--- config.mk ---
export PLATFORM = sky130hd
export DESIGN_NAME = rf_write_arbiter
export DESIGN_NICKNAME = d
export VERILOG_FILES = /design/src/rtl/cpu_types_pkg.sv /design/src/rtl/rr_arb2.sv /design/src/rtl/rf_write_arbiter.sv
export SDC_FILE = /design/constraint.sdc
export NUM_CORES = 1
export LEC_CHECK = 0
export CAP_MARGIN = 20
export CORE_MARGIN = 5
export CORE_UTILIZATION = 38
export DETAILED_ROUTE_END_ITERATION = 10
export PLACE_DENSITY = 0.86
export SYNTH_ARGS = -nofsm -noshare
export SYNTH_HDL_FRONTEND = slang
export SYNTH_HIERARCHICAL = 1
export SYNTH_SLANG_ARGS = --single-unit
--- constraint.sdc ---
create_clock -name CLK -period 2.1 [get_ports CLK]
set_clock_uncertainty 0.1 [all_clocks]
set_input_delay 0.315 -clock CLK [delete_from_list [all_inputs] [get_ports CLK]]
set_output_delay 0.315 -clock CLK [all_outputs]
set_load 0.1 [all_outputs]
--- src/rtl/cpu_types_pkg.sv ---
// Shared CPU datapath types: machine word, register index, write-port record.
// Latency: n/a (types and constants only).
// Backpressure: n/a.
package cpu_types_pkg;

  typedef logic [31:0] word_t;
  typedef logic [4:0]  regbits_t;
  typedef logic [15:0] cnt16_t;

  // Register 0 is hard-wired to zero; writes to it are swallowed.
  localparam regbits_t REG_ZERO = 5'd0;

  // Saturation ceiling for 16-bit event counters.
  localparam cnt16_t CNT_MAX = 16'hFFFF;

  // One register-file write as it sits in the output stage.
  typedef struct packed {
    logic     wen;
    regbits_t sel;
    word_t    dat;
  } wr_t;

endpackage

--- src/rtl/rr_arb2.sv ---
// Two-way round-robin decision: on a tie the requester not granted last wins.
// Latency: purely combinational, zero cycles.
// Backpressure: a losing requester simply sees no grant and must hold its request.
module rr_arb2 (
  input  logic req0_i,
  input  logic req1_i,
  input  logic last_grant_i,  // index of the requester granted most recently
  output logic gnt0_o,
  output logic gnt1_o
);

  // Requester 0 wins alone, or on a tie when requester 1 had the last grant.
  always_comb begin
    gnt0_o = req0_i & (~req1_i | last_grant_i);
    gnt1_o = req1_i & (~req0_i | ~last_grant_i);
  end

endmodule

--- src/rtl/rf_write_arbiter.sv ---
// Merges EX and MEM writebacks onto the single register-file write port.
// Latency: a request granted at edge N is driven on WEN/wsel/wdat in cycle N+1.
// Backpressure: combinational ready per requester; only the tie loser waits, the output stage never stalls.
module rf_write_arbiter
  import cpu_types_pkg::*;
(
  input  logic     CLK,
  input  logic     nRST,
  // requester 0: EX/ALU writeback
  input  logic     wb0_valid,
  input  regbits_t wb0_sel,
  input  word_t    wb0_dat,
  output logic     wb0_ready,
  // requester 1: MEM/load writeback
  input  logic     wb1_valid,
  input  regbits_t wb1_sel,
  input  word_t    wb1_dat,
  output logic     wb1_ready,
  // decode-stage hazard query
  input  regbits_t rsel1,
  input  regbits_t rsel2,
  output logic     pend1,
  output logic     pend2,
  output word_t    fwd_dat,
  // register-file write port
  output logic     WEN,
  output regbits_t wsel,
  output word_t    wdat,
  // tie statistics
  output cnt16_t   conflicts
);

  wr_t    wr_q, wr_d;
  logic   last_grant_q, last_grant_d;
  cnt16_t conflicts_q, conflicts_d;

  logic arb_gnt0, arb_gnt1;
  logic take0, take1;

  rr_arb2 u_rr_arb2 (
    .req0_i       (wb0_valid),
    .req1_i       (wb1_valid),
    .last_grant_i (last_grant_q),
    .gnt0_o       (arb_gnt0),
    .gnt1_o       (arb_gnt1)
  );

  // Readies are masked while reset is held so nothing is accepted in the reset cycle.
  always_comb begin
    wb0_ready = nRST & arb_gnt0;
    wb1_ready = nRST & arb_gnt1;
    take0     = wb0_valid & wb0_ready;
    take1     = wb1_valid & wb1_ready;
  end

  // Next-state: load the granted write (register 0 accepted but not enabled),
  // otherwise drop WEN and keep sel/dat; pointer moves only on a grant.
  always_comb begin
    wr_d         = wr_q;
    wr_d.wen     = 1'b0;
    last_grant_d = last_grant_q;
    if (take0) begin
      wr_d         = '{wen: (wb0_sel != REG_ZERO), sel: wb0_sel, dat: wb0_dat};
      last_grant_d = 1'b0;
    end else if (take1) begin
      wr_d         = '{wen: (wb1_sel != REG_ZERO), sel: wb1_sel, dat: wb1_dat};
      last_grant_d = 1'b1;
    end
  end

  // Count every cycle with both requesters valid, sticking at the ceiling.
  always_comb begin
    conflicts_d = conflicts_q;
    if (wb0_valid && wb1_valid && (conflicts_q != CNT_MAX)) begin
      conflicts_d = conflicts_q + 16'd1;
    end
  end

  // State registers; reset discards the in-flight write and favours requester 0 on the first tie.
  always_ff @(posedge CLK) begin
    if (!nRST) begin
      wr_q         <= '0;
      last_grant_q <= 1'b1;
      conflicts_q  <= '0;
    end else begin
      wr_q         <= wr_d;
      last_grant_q <= last_grant_d;
      conflicts_q  <= conflicts_d;
    end
  end

  // Write port and hazard outputs all derive from registered state.
  always_comb begin
    WEN       = wr_q.wen;
    wsel      = wr_q.sel;
    wdat      = wr_q.dat;
    fwd_dat   = wr_q.dat;
    conflicts = conflicts_q;
    pend1     = wr_q.wen && (wr_q.sel == rsel1) && (rsel1 != REG_ZERO);
    pend2     = wr_q.wen && (wr_q.sel == rsel2) && (rsel2 != REG_ZERO);
  end

endmodule

==> results of run 1 <==
==> through the flow <==
stage	setup slack, ns	TNS (ns)	instances	utilization [%]	area (µm²)
5_1_grt	0.0157	0	581	60.9	4680
3_5_place_dp	-0.0518	-0.101	573	59.4	4570
3_3_place_gp	0.0352	0	573	59.4	4570
2_1_floorplan	0.0406	0	332	-	3020
4_1_cts	0.0694	0	581	60.8	4670
6_report	0.140	0	581	60.9	4680
==> state kept, by name, indices dropped and copies added, names as in the netlist <==
register and count:
fwd_dat 32, last_grant_q 1, WEN 1, conflicts 16, wsel 5
==> critical path: cells and delay by family (launching register included) <==
kind,cells,cell delay [ns]
simple gates,3,0.49
flops,1,0.37
compound gates,1,0.22
buf+inv,1,0.17
==> kinds of logic (layout without fill, tap and decap cells) <==
group	count (synthesis)	in the layout
adders and majority gates	1	1
muxes	37	37
and+or+nand+nor	98	98
AOI/OAI and AO/OA	77	77
DFF	55	55
buffers and inverters	56	203
xor gates and xnor gates	8	8
==> report_power, final <==
part	internal [mW]	leakage [nW]	total (mW)	switching (mW)
clock	0.350	0.0556	0.688	0.338
sequential	1.09	0.460	1.14	0.0501
combinational	0.352	1.30	1.19	0.838
==> layer usage <==
layer | vias up | global-route usage (%) | wire length (µm)
li1 | 1483 | - | -
met3 | 20 | 4.39 | 743
met5 | - | 0 | 0
met2 | 136 | 33.2 | 4690
met4 | 0 | 6.93 | 210
met1 | 1414 | 20.5 | 3540
==> layout make-up <==
cell class                 count  area (µm²)
inverter                       3        11.3
fill                         664        3010
sequential                    55        1130
timing repair buffer         192        1770
tap                          102         128
clock buffer                   5        68.8
multi-input combinational    221        1530
clock inverter                 3        38.8
==> Yosys cell counts, types with 3 or more instances <==
cell type / instances / area share [%]
nor2_1: 41 / 5.2
nand4_1: 5 / 1.1
or3_1: 3 / 0.63
nand3_1: 12 / 2.0
and3_1: 3 / 0.63
buf_1: 5 / 0.63
mux2i_1: 37 / 12
a21oi_1: 14 / 2.4
o21ai_0: 7 / 1.2
nand2_1: 7 / 0.88
xor2_1: 6 / 1.8
buf_4: 34 / 8.6
clkbuf_1: 5 / 0.63
nor4_1: 4 / 0.84
dfxtp_1: 55 / 37
buf_2: 5 / 0.84
or4_1: 8 / 2.0
a211oi_1: 37 / 9.3
nor3_1: 4 / 0.67
o31ai_1: 7 / 1.8
==> what timing repair did <==
action,CTS,global route
setup endpoints to repair,0,2
resized for setup,0,1
hold buffers,0,0
==> how the worst max path moves through the flow <==
stage	from	end	slack (ns)	depth (start not counted)
finish	wsel[0]$_SDFFE_PN0P_	pend2	0.14	5
global route	wsel[0]$_SDFFE_PN0P_	pend2	0.02	5
CTS	wsel[1]$_SDFFE_PN0P_	pend2	0.07	5
detailed placement	wb0_valid	conflicts[6]$_SDFFE_PN0P_	-0.05	5
global placement	wb1_valid	fwd_dat[28]$_SDFFE_PN0P_	0.04	6
floorplan	wsel[2]$_SDFFE_PN0P_	pend1	0.04	4
==> summary.md, run 1 <==
| Metric | Value |
|---|---|
| Drt first pass iters | 4 |
| Gpl congestion | between 0.8 and 0.9 |
| Detailed Route Iter0 Violations | roughly 120 |
| Post-synthesis xor/xnor area fraction | under 10% |
| Synth Instances | 332 |
| GRT Resource Usage Total | a little under a fifth |
| Root Buffer | clkbuf_8 |
| Adder-Cell Fraction of Synth Area | 0.421% |
| Commonest non-fill, non-tap cell in the layout | buf_4 |
| Htree depth | 2 |
| Setup CP Type | reg -> out |
| Async S/R FF share, synth | 0% |
| Yosys warning count | 6 |
| Die span in y | just under 100 µm |
| Area delta synth->final | 57.4% |
| Worst R2R Start | conflicts[0]$_SDFFE_PN0P_ |
| CP required | approximately 1.7 ns |
| Post-Synth Simple-Gate Area | around 17% |
| Hold Path Class | reg -> reg |
| Post-DRT Antenna Nets | 0 |
| Worst-path cell chain | nor4_2 > nor3_1 > a21oi_1 > nor2_4 > buf_12 |
| Yosys cell types | 45 |
| WHS | between 0.4 and 0.5 ns |
| Maximum vdd drop | 0.000341 V |
| CTS tree | done |
| Post-synth EDFFs | 0 |
| Worst-Margin Slew | between 0.3 and 0.4 ns |
| Post-DP HPWL | 7260 µm |
| Core Region | 7690 µm² |
| Slew Viols, Final | 0 |
| Postcts setup bufs | 0 |
| Multiplexer area fraction after synthesis | between 10% and 20% |
| R2r setup slk | 0.32 ns |
| Path depth of the worst reg2reg path | 6 |
| Arrival @ worst endpoint | approximately 1.5 ns |
| Clk sink count | between 50 and 60 |
| Vias | ~3100 |
| Clock latency on the worst-skew pair | 0.31 ns |
| CTS Buffer Depth | 2 |
| PwrDens | roughly 650 nW/µm² |
| Clk slew on worst S/H paths | around 0.090 ns |
| Largest family of logic cells by synthesized area | compound AO/OA/AOI/OAI gates |
| Initial Utilization | approximately 39% |
| Element type at the critical path start | flip-flop |
| Number of core rows | 32 |
| Final setup violation count | 0 |
| Crit-path slowest cell | dfxtp_2 |
| Hold Crit Depth | 2 |
| Crit path capture type | primary output |
| Total grt overflow | 0 |
| Mapped Avg Cell Area | between 8 and 9 µm² |
| First-pass GRT wire length | 14800 µm |
| Period minus WS final | 1.96 ns |
| IO buf count | approximately 180 |
| N_diodes | 0 |
| Final WL | between 9000 and 10000 µm |
| R2r endpoint | conflicts[9]$_SDFFE_PN0P_ |
| Ports | around 180 |
| Max incr delay on CP | between 0.3 and 0.4 ns |
| Number of vias per cell | between 5 and 6 |
| Routed len/inst | between 15 and 20 µm |
| Largest net degree at the start of global routing | 31 |
| Num CTS Buffers | 5 |
| Compound-Gate Fraction of Synth Area | 18.1% |
| Commonest register cell after synthesis | dfxtp_1 |
| Sequential-to-total area share from yosys stat | 37.0% |
| Post-layout power | between 3 and 4 mW |
| Most frequent cells in the layout | buf_4 (96), clkdlybuf4s50_1 (87), nor2_1 (39) |
| Status | finished, final reports clean |
| Synthesized flop and latch total | 55 |
| Worst Path Max Fanout | 5 |
| Drt drc | 0 |
| RSZ-0062 raised after global routing | false |
| Maximum clock rate | between 500 and 600 MHz |
| Vias in the first global route | about 3100 |
| P_leak | ~1.8 nW |
| Full die area | 9690 µm² |
| Hold Fails Final Rpt | 0 |
| Syn Nets | 421 |
| Worst hold endpoint | conflicts[15]$_SDFFE_PN0P_ |
| Share of layout cells above drive strength 1 | 30.5% |
| Final period utilization | approximately 93% |
| Final nets | between 500 and 600 |
| Max_cap viols | 0 |
| Die width | ~98 µm |
| Hold path startpoint | conflicts[15]$_SDFFE_PN0P_ |
| Initial antenna violation count | 0 |
| Slew headroom | just under 80% |
| Synth Cell Area | roughly 3000 µm² |
No activity file was read; power rests on OpenSTA's default activity.
==> run 2: changes to the inputs <==
--- a/config.mk
+++ b/config.mk
@@ -8,6 +8,7 @@
 export CAP_MARGIN = 20
 export CORE_MARGIN = 5
 export CORE_UTILIZATION = 38
+export CTS_CLUSTER_DIAMETER = 80
 export DETAILED_ROUTE_END_ITERATION = 10
 export PLACE_DENSITY = 0.86
 export SYNTH_ARGS = -nofsm -noshare
==> results of run 2 <==
No change in the layout: final DEF, timing and power equal those of run 1.
